<file path="config.mk">
export PLATFORM = sky130hd
export DESIGN_NAME = seven_seg_count_control
export DESIGN_NICKNAME = d
export VERILOG_FILES = /design/src/rtl/seven_seg_count_control.sv
export SDC_FILE = /design/constraint.sdc
export NUM_CORES = 1
export LEC_CHECK = 0
export CAP_MARGIN = 20
export CORE_MARGIN = 1.5
export CORE_UTILIZATION = 53
export DETAILED_ROUTE_END_ITERATION = 8
export GPL_TIMING_DRIVEN = 0
export PLACE_DENSITY_LB_ADDON = 0.15
export SKIP_CTS_REPAIR_TIMING = 1
export SLEW_MARGIN = 30
export SYNTH_ARGS = -nofsm -noshare
export SYNTH_HDL_FRONTEND = slang
export SYNTH_SLANG_ARGS = --single-unit
export TNS_END_PERCENT = 30
</file>
<file path="constraint.sdc">
create_clock -name clock -period 1.49 [get_ports clock]
set_clock_uncertainty 0.15 [all_clocks]
set_input_delay 0.447 -clock clock [delete_from_list [all_inputs] [get_ports clock]]
set_output_delay 0.447 -clock clock [all_outputs]
set_load 0.005 [all_outputs]
</file>
<file path="src/rtl/seven_seg_count_control.sv">
// Control stage ahead of the two-digit latched seven-segment counter: input conditioning,
// run/pause/idle sequencing, and the Enable strobe, Blanking level and Count_Clear pulse.
`timescale 1ns/1ps
module seven_seg_count_control #(
  parameter int TICK_DIV     = 4,
  parameter int DB_CYCLES    = 3,
  parameter int FLASH_CYCLES = 6
) (
  input  logic       clock,
  input  logic       reset,
  input  logic       Run_Stop_btn,
  input  logic       Clear_btn,
  input  logic       Blank_sw,
  output logic       Enable,
  output logic       Blanking,
  output logic       Count_Clear,
  output logic       Running,
  output logic [1:0] dbg_state_o
);

  localparam int PW = (TICK_DIV > 1) ? $clog2(TICK_DIV) : 1;
  localparam int DW = (DB_CYCLES > 1) ? $clog2(DB_CYCLES) : 1;
  localparam int FW = (FLASH_CYCLES > 1) ? $clog2(FLASH_CYCLES) : 1;

  localparam logic [PW-1:0] PRESC_MAX = PW'(TICK_DIV - 1);
  localparam logic [DW-1:0] DB_MAX    = DW'(DB_CYCLES - 1);
  localparam logic [FW-1:0] FLASH_MAX = FW'(FLASH_CYCLES - 1);

  localparam logic [1:0] ST_IDLE  = 2'd0;
  localparam logic [1:0] ST_RUN   = 2'd1;
  localparam logic [1:0] ST_PAUSE = 2'd2;

  // Input lanes: bit 0 run/stop button, bit 1 clear button, bit 2 blank switch.
  logic [2:0]         raw;
  logic [2:0]         sync1_q, sync2_q;
  logic [2:0]         db_q, db_d;
  logic [2:0][DW-1:0] cnt_q, cnt_d;
  logic [1:0]         db_prev_q;

  logic [1:0]    state_q, state_d;
  logic [PW-1:0] presc_q, presc_d;
  logic [FW-1:0] flash_q, flash_d;
  logic          phase_q, phase_d;

  logic enable_q, enable_d;
  logic blank_q, blank_d;
  logic clear_q;
  logic running_q;

  logic run_press;
  logic clear_press;

  assign raw = {Blank_sw, Clear_btn, Run_Stop_btn};

  always_comb begin
    db_d  = db_q;
    cnt_d = cnt_q;
    for (int i = 0; i < 3; i++) begin
      if (sync2_q[i] == db_q[i]) begin
        cnt_d[i] = '0;
      end else if (cnt_q[i] == DB_MAX) begin
        db_d[i]  = sync2_q[i];
        cnt_d[i] = '0;
      end else begin
        cnt_d[i] = cnt_q[i] + DW'(1);
      end
    end
  end

  assign run_press   = db_q[0] & ~db_prev_q[0];
  assign clear_press = db_q[1] & ~db_prev_q[1];

  always_comb begin
    state_d = state_q;
    presc_d = presc_q;
    flash_d = '0;
    phase_d = 1'b0;
    unique case (state_q)
      ST_IDLE: begin
        presc_d = '0;
        if (run_press) state_d = ST_RUN;
      end
      ST_RUN: begin
        presc_d = (presc_q == PRESC_MAX) ? '0 : presc_q + PW'(1);
        if (run_press) state_d = ST_PAUSE;
      end
      ST_PAUSE: begin
        if (run_press) state_d = ST_RUN;
      end
      default: begin
        state_d = ST_IDLE;
        presc_d = '0;
      end
    endcase
    if (clear_press) begin
      state_d = ST_IDLE;
      presc_d = '0;
    end
    // Flash timing only advances while staying in PAUSE; entering PAUSE restarts visible.
    if (state_q == ST_PAUSE && state_d == ST_PAUSE) begin
      if (flash_q == FLASH_MAX) begin
        flash_d = '0;
        phase_d = ~phase_q;
      end else begin
        flash_d = flash_q + FW'(1);
        phase_d = phase_q;
      end
    end
  end

  assign enable_d = (state_q == ST_RUN) && (presc_q == PRESC_MAX) && !clear_press;
  assign blank_d  = db_q[2] | ((state_d == ST_PAUSE) && phase_d);

  always_ff @(posedge clock or negedge reset) begin
    if (!reset) begin
      sync1_q   <= '0;
      sync2_q   <= '0;
      db_q      <= '0;
      cnt_q     <= '0;
      db_prev_q <= '0;
      state_q   <= ST_IDLE;
      presc_q   <= '0;
      flash_q   <= '0;
      phase_q   <= 1'b0;
      enable_q  <= 1'b0;
      blank_q   <= 1'b0;
      clear_q   <= 1'b0;
      running_q <= 1'b0;
    end else begin
      sync1_q   <= raw;
      sync2_q   <= sync1_q;
      db_q      <= db_d;
      cnt_q     <= cnt_d;
      db_prev_q <= db_q[1:0];
      state_q   <= state_d;
      presc_q   <= presc_d;
      flash_q   <= flash_d;
      phase_q   <= phase_d;
      enable_q  <= enable_d;
      blank_q   <= blank_d;
      clear_q   <= clear_press;
      running_q <= (state_d == ST_RUN);
    end
  end

  assign Enable      = enable_q;
  assign Blanking    = blank_q;
  assign Count_Clear = clear_q;
  assign Running     = running_q;
  assign dbg_state_o = state_q;

endmodule

</file>
# Yosys cells after proc, flatten, opt, wreduce, memory -nomap -nowiden
# Index checks and enable logic that the tools add are counted.
classes:
  shifts: 0
  mux: 17
  addsub: 5
  n_lt_le_gt_ge: 0
  n_reduce_logical: 10
  multipliers: 0
  n_eq_ne: 13
  div_mod_pow: 0
  bitwise_logic: 9
ops:
  columns: ["cell", "count"]
  rows:
  - ["2-to-1 mux 2 bit", 11]
  - ["== test 2 bit (second input constant)", 6]
  - ["adder 2 x 1 -> 2 bit (second input constant)", 4]
  - ["case mux 2 bit (2 select lines)", 2]
  - ["2-to-1 mux 3 bit", 2]
  - ["NOT 1 bit", 6]
  - ["AND reduction 2 bit", 3]
  - ["== test 2 x 1 -> 1 bit (second input constant)", 2]
  - ["logical AND 1 bit", 4]
  - ["adder 3 x 1 -> 3 bit (second input constant)", 1]
  - ["== test 1 bit", 3]
  - ["== test 3 bit (second input constant)", 1]
  - ["bitwise AND 1 bit", 2]
  - ["logical NOT 2 bit", 1]
  - ["2-to-1 mux 1 bit", 2]
  - ["inequality test 2 bit (second input constant)", 1]
  - ["OR reduction 2 bit", 1]
  - ["logical NOT 1 bit", 1]
  - ["bitwise OR 1 bit", 1]
totals:
  n_memories: 0
  out_inout_bits: 6
  romBits: 0
  latchBits: 0
  ramBits: 0
  regBits: 29
  in_bits: 5

# Longest topological paths before layout
# Gate-level depths: netlist of the first run.
logic_depth:
  word_depth: 10
  ltp_mapped: 4
  mapped_depth_nobuf: 4

# Worst setup path after synthesis of the first run
# No wires, ideal clock.
synth_path:
  path_type: "flip-flop to flip-flop"
  start: "reg presc_q[0]"
  end: "reg presc_q[1]"
  slack_ns: 0.364
  period_less_slack_ns: 1.126
  required_ns: 1.219
  n_path_buf: 0
  arrival_ns: 0.855
  path_stages_with_launch: 4
  cell_sequence: "dfrtp_1 > ha_1 > a22oi_1 > nor2_1"
synth_between:
  elab_chain_len: 4
  word_cells_on_any_way: 5
  classes_between: "1 x add/sub; 1 x eq/ne; 3 x mux"
synth_lines:
  columns: ["element", "line", "source"]
  rows:
  - ["start, declared", "41", "logic [PW-1:0] presc_q, presc_d;"]
  - ["start signal, assigned", "136", "presc_q <= presc_d;"]
  - ["adder 2 x 1 -> 2 bit or == test 2 bit (tied branches)", "84", "presc_d = (presc_q == PRESC_MAX) ? '0 : presc_q + PW'(1);"]
  - ["2-to-1 mux 2 bit *", "84", null]
  - ["case mux 2 bit (2 select lines) *", "78", "unique case (state_q)"]
  - ["2-to-1 mux 2 bit *", "95", "if (clear_press) begin"]
# Every way passes the cells marked *; elsewhere a longest branch is shown, timed or not.
# A chain may end at the register's enable or synchronous reset.

# Worst setup path in the final report of the first run
layout_path:
  start: "reg state_q[0], in the netlist dbg_state_o[0]"
  end: "out dbg_state_o[0]"
layout_lines:
  columns: ["element", "line", "source"]
  rows:
  - ["start, declared", "40", "logic [1:0] state_q, state_d;"]
  - ["start signal, assigned", "135", "state_q <= state_d;"]
  - ["end, declared", "18", "output logic [1:0] dbg_state_o"]
# No word-level cell between the ends.

==> impl_metrics.xml, run 1 <==
<?xml version="1.0" encoding="UTF-8"?>
<metrics>
  <group name="timing">
    <metric name="finalCriticalPeriod" unit="ps">1490</metric>
    <metric name="drv_slew" unit="">0</metric>
    <metric name="max_clock_freq" unit="MHz">671</metric>
    <metric name="finalSetupViolations" unit="">1</metric>
    <metric name="fin_ws" unit="ps">-0.455</metric>
    <metric name="slew_headroom" unit="">0.595</metric>
    <metric name="post-route-period-util" unit="">1.00</metric>
    <metric name="finalHoldViolCount" unit="">29</metric>
    <metric name="worst_slew_pin_slew" unit="ps">607</metric>
    <metric name="grt_setup_unrepaired" unit="">true</metric>
    <metric name="final.hold.worst_slack" unit="ps">-21.4</metric>
  </group>
  <group name="place">
    <metric name="dp_hpwl" unit="um">969</metric>
    <metric name="placedInstanceArea" unit="um^2">1170</metric>
    <metric name="port_buffers" unit="">10</metric>
    <metric name="place_congestion" unit="">0.719</metric>
  </group>
  <group name="worst_setup_path">
    <metric name="worstSetupEndpointType" unit="">primary output</metric>
    <metric name="crit_chain" unit="">clkbuf_2</metric>
    <metric name="startpoint_class" unit="">register</metric>
    <metric name="crit_required" unit="ps">890</metric>
    <metric name="r2r_end" unit="">presc_q[1]</metric>
    <metric name="crit_type" unit="">reg -&gt; out</metric>
    <metric name="path_buf_inv" unit="">1</metric>
    <metric name="r2r_slack" unit="ps">300</metric>
    <metric name="crit_path_max_incr_delay" unit="ps">440</metric>
    <metric name="crit-reg2reg-launch" unit="">presc_q[0]</metric>
    <metric name="critical-path-slowest-cell" unit="">sky130_fd_sc_hd__dfrtp_1</metric>
    <metric name="critPathMaxFanout" unit="">4</metric>
    <metric name="r2r.worst_path.cells" unit="">3</metric>
    <metric name="path_delay_family" unit="">flip-flops</metric>
    <metric name="cp.arrival" unit="ps">890</metric>
  </group>
  <group name="synth">
    <metric name="synth_compound_gate_area_share" unit="">0.0361</metric>
    <metric name="number_of_cells_produced_by_synthesis" unit="">75</metric>
    <metric name="synth.area.mux_share" unit="">0.0421</metric>
    <metric name="syn_area" unit="um^2">1040</metric>
    <metric name="synth-seq-area-share" unit="">0.698</metric>
    <metric name="main_combinational_cell_family_by_area_after_synthesis" unit="">simple AND/OR/NAND/NOR gates</metric>
    <metric name="synthXorXnorAreaFrac" unit="">0.0337</metric>
    <metric name="yosys.cell_types.count" unit="">21</metric>
    <metric name="ys.warnings.count" unit="">0</metric>
    <metric name="post_synth_fa_ha_maj_area_fraction" unit="">0.0120</metric>
    <metric name="syn-mean-instance-area" unit="um^2">13.9</metric>
    <metric name="synthSimpleGateAreaFrac" unit="">0.171</metric>
    <metric name="synth_seq_cells" unit="">29</metric>
    <metric name="synth_nets" unit="">81</metric>
  </group>
  <group name="layout">
    <metric name="layout_commonest_cell" unit="">sky130_fd_sc_hd__dfrtp_1</metric>
    <metric name="n_antenna_cell" unit="">0</metric>
    <metric name="area_delta_synth_final" unit="%">17.8</metric>
    <metric name="most-common-layout-cells" unit="">29 x sky130_fd_sc_hd__dfrtp_1, 10 x sky130_fd_sc_hd__nor2_1, 5 x sky130_fd_sc_hd__nor3b_1, 5 x sky130_fd_sc_hd__clkbuf_4, 4 x sky130_fd_sc_hd__dlymetal6s2s_1</metric>
    <metric name="post-route-cell-area" unit="um^2">1220</metric>
    <metric name="final_net_count" unit="">99</metric>
    <metric name="layout.core_utilization" unit="">0.687</metric>
    <metric name="post_route_cells_drive_above_1_share" unit="">0.149</metric>
  </group>
  <group name="drt">
    <metric name="detail_route.first_pass.iterations" unit="">4</metric>
    <metric name="vias_per_cell" unit="">5.00</metric>
    <metric name="average_wire_length_per_cell_after_detail_routing" unit="um">11.6</metric>
    <metric name="route.antenna.remaining_nets" unit="">0</metric>
    <metric name="drtIter0Drc" unit="">10</metric>
    <metric name="vias" unit="">595</metric>
    <metric name="totalWireLength" unit="um">1380</metric>
    <metric name="drc_errors" unit="">0</metric>
  </group>
  <group name="floorplan">
    <metric name="number_of_top_level_design_ports" unit="">11</metric>
    <metric name="dieArea" unit="um^2">2240</metric>
    <metric name="core.rowCount" unit="">15</metric>
    <metric name="floorplan.die.width" unit="um">47.3</metric>
    <metric name="die_y" unit="um">47.3</metric>
    <metric name="core-area" unit="um^2">1780</metric>
    <metric name="floorplan.initialDensity" unit="">0.583</metric>
  </group>
  <group name="power">
    <metric name="p_per_area" unit="nW/um^2">1750</metric>
    <metric name="static-leakage-power" unit="nW">0.625</metric>
    <metric name="power.ir.vdd_worst" unit="V">0.00106</metric>
  </group>
  <group name="cts">
    <metric name="htreeDepth" unit="">2</metric>
    <metric name="tritoncts_clock_tree" unit="">done</metric>
    <metric name="clk_pin_slew_worst_paths" unit="ps">90</metric>
    <metric name="cts_root_buffer" unit="">sky130_fd_sc_hd__clkbuf_4</metric>
    <metric name="clkLatencyLatePin" unit="ps">310</metric>
    <metric name="clock_path_buffers" unit="">2</metric>
    <metric name="clkSinkCount" unit="">29</metric>
    <metric name="cts-buffers-inserted" unit="">5</metric>
  </group>
  <group name="grt">
    <metric name="antenna_found_initial" unit="">0</metric>
    <metric name="vias_in_the_first_global_route" unit="">554</metric>
    <metric name="groute.usage.overall" unit="">0.169</metric>
    <metric name="wire_length_of_the_first_global_routing_pass" unit="um">2330</metric>
    <metric name="globalRouteOverflowTotal" unit="">0</metric>
    <metric name="pin_count_of_the_biggest_net_entering_global_routing" unit="">30</metric>
  </group>
  <group name="job">
    <metric name="timing.max_cap.violations" unit="">0</metric>
  </group>
  <group name="run_status">
    <metric name="status" unit="">complete, but fails checks</metric>
    <metric name="failed_checks" unit="">negative hold slack, negative setup slack</metric>
  </group>
  <group name="hold_path">
    <metric name="min_path_type" unit="">in -&gt; async</metric>
  </group>
</metrics>
## where the power goes
part,switching (mW),internal (mW)
sequential,0.142,1.01
clock,0.247,0.179
combinational,0.253,0.309
## cells by family after synthesis
group           count (synthesis)
buf+inv                         2
mux                             4
simple gates                   29
xor+xnor                        4
compound gates                  6
flops                          29
fa+ha+maj                       1
## state kept, by name, summed over array words and instances (netlist names)
name,count
sync2_q,3
db_prev_q,2
cnt_q,6
Blanking,1
phase_q,1
Running,1
dbg_state_o,2
Count_Clear,1
sync1_q,3
Enable,1
db_q,3
flash_q,3
presc_q,2
## synth_stat cells
| library cell | number | share of area |
|---|---|---|
| sky130_fd_sc_hd__mux2i_1 | 1 | 0.0096 |
| sky130_fd_sc_hd__xor2_1 | 1 | 0.0084 |
| sky130_fd_sc_hd__mux2_1 | 3 | 0.032 |
| sky130_fd_sc_hd__and3_1 | 1 | 0.0060 |
| sky130_fd_sc_hd__nand2b_1 | 2 | 0.012 |
| sky130_fd_sc_hd__a22oi_1 | 2 | 0.014 |
| sky130_fd_sc_hd__o21bai_1 | 1 | 0.0072 |
| sky130_fd_sc_hd__nand3_2 | 1 | 0.0096 |
| sky130_fd_sc_hd__nor2b_4 | 1 | 0.013 |
| sky130_fd_sc_hd__nand3b_1 | 1 | 0.0072 |
| sky130_fd_sc_hd__and2b_4 | 1 | 0.0096 |
| sky130_fd_sc_hd__xnor2_1 | 3 | 0.025 |
| sky130_fd_sc_hd__and3b_1 | 1 | 0.0084 |
| sky130_fd_sc_hd__nor2_1 | 10 | 0.036 |
| sky130_fd_sc_hd__dfrtp_1 | 29 | 0.70 |
| sky130_fd_sc_hd__a21oi_1 | 3 | 0.014 |
| sky130_fd_sc_hd__nor3_1 | 3 | 0.014 |
| sky130_fd_sc_hd__nor2b_1 | 3 | 0.018 |
| sky130_fd_sc_hd__inv_1 | 2 | 0.0072 |
| sky130_fd_sc_hd__nor3b_1 | 5 | 0.036 |
| sky130_fd_sc_hd__ha_1 | 1 | 0.012 |
## worst max path at each step
stage / start / end / slack, ps / cells past startpoint
floorplan: presc_q[0] / presc_q[1] / 360 / 3
global placement: reset / sync1_q[2] / -560 / 1
detailed placement: dbg_state_o[0] / dbg_state_o[0] / -50 / 1
CTS: dbg_state_o[0] / dbg_state_o[0] / -410 / 1
global route: dbg_state_o[0] / dbg_state_o[0] / -60 / 1
finish: dbg_state_o[0] / dbg_state_o[0] / -0.5 / 1
## layout make-up
class	instances	area [um^2]
flip-flops and latches	29	726
clock buffers	6	41.3
clock inverters	2	10.0
well taps	25	31.3
repair buffers	11	103
inverters	2	7.51
fillers	142	558
multi-input cells	44	307
## stage by stage
| step | setup WS (ps) | TNS (ps) | total power, mW | hold WS [ps] | cells |
|---|---|---|---|---|---|
| floorplan | 364 | 0 | 1.53 | 1.41 | 75 |
| global placement | -563 | -16350 | 1.73 | 183 | 110 |
| detailed placement | -54.0 | -54.0 | 1.76 | 187 | 110 |
| CTS | -412 | -1730 | 2.19 | -5.64 | 118 |
| global route | -60.3 | -60.3 | 2.31 | 20.9 | 119 |
| finish | -0.455 | -0.455 | 2.14 | -21.4 | 119 |
## routing by layer
layer | up-vias | part of all wire | GRT usage
li1 | 286 | - | -
met2 | 12 | 0.48 | 0.251
met5 | - | 0 | 0
met3 | 4 | 0.044 | 0.0923
met1 | 293 | 0.46 | 0.183
met4 | 0 | 0.022 | 0.117
Note: power is estimated with default switching activity, not from simulation.
==> inputs of run 2 (changes only) <==
CAP_MARGIN = unset   (was 20)
==> results of run 2 <==
Final layout, timing and power as in run 1 (identical DEF).
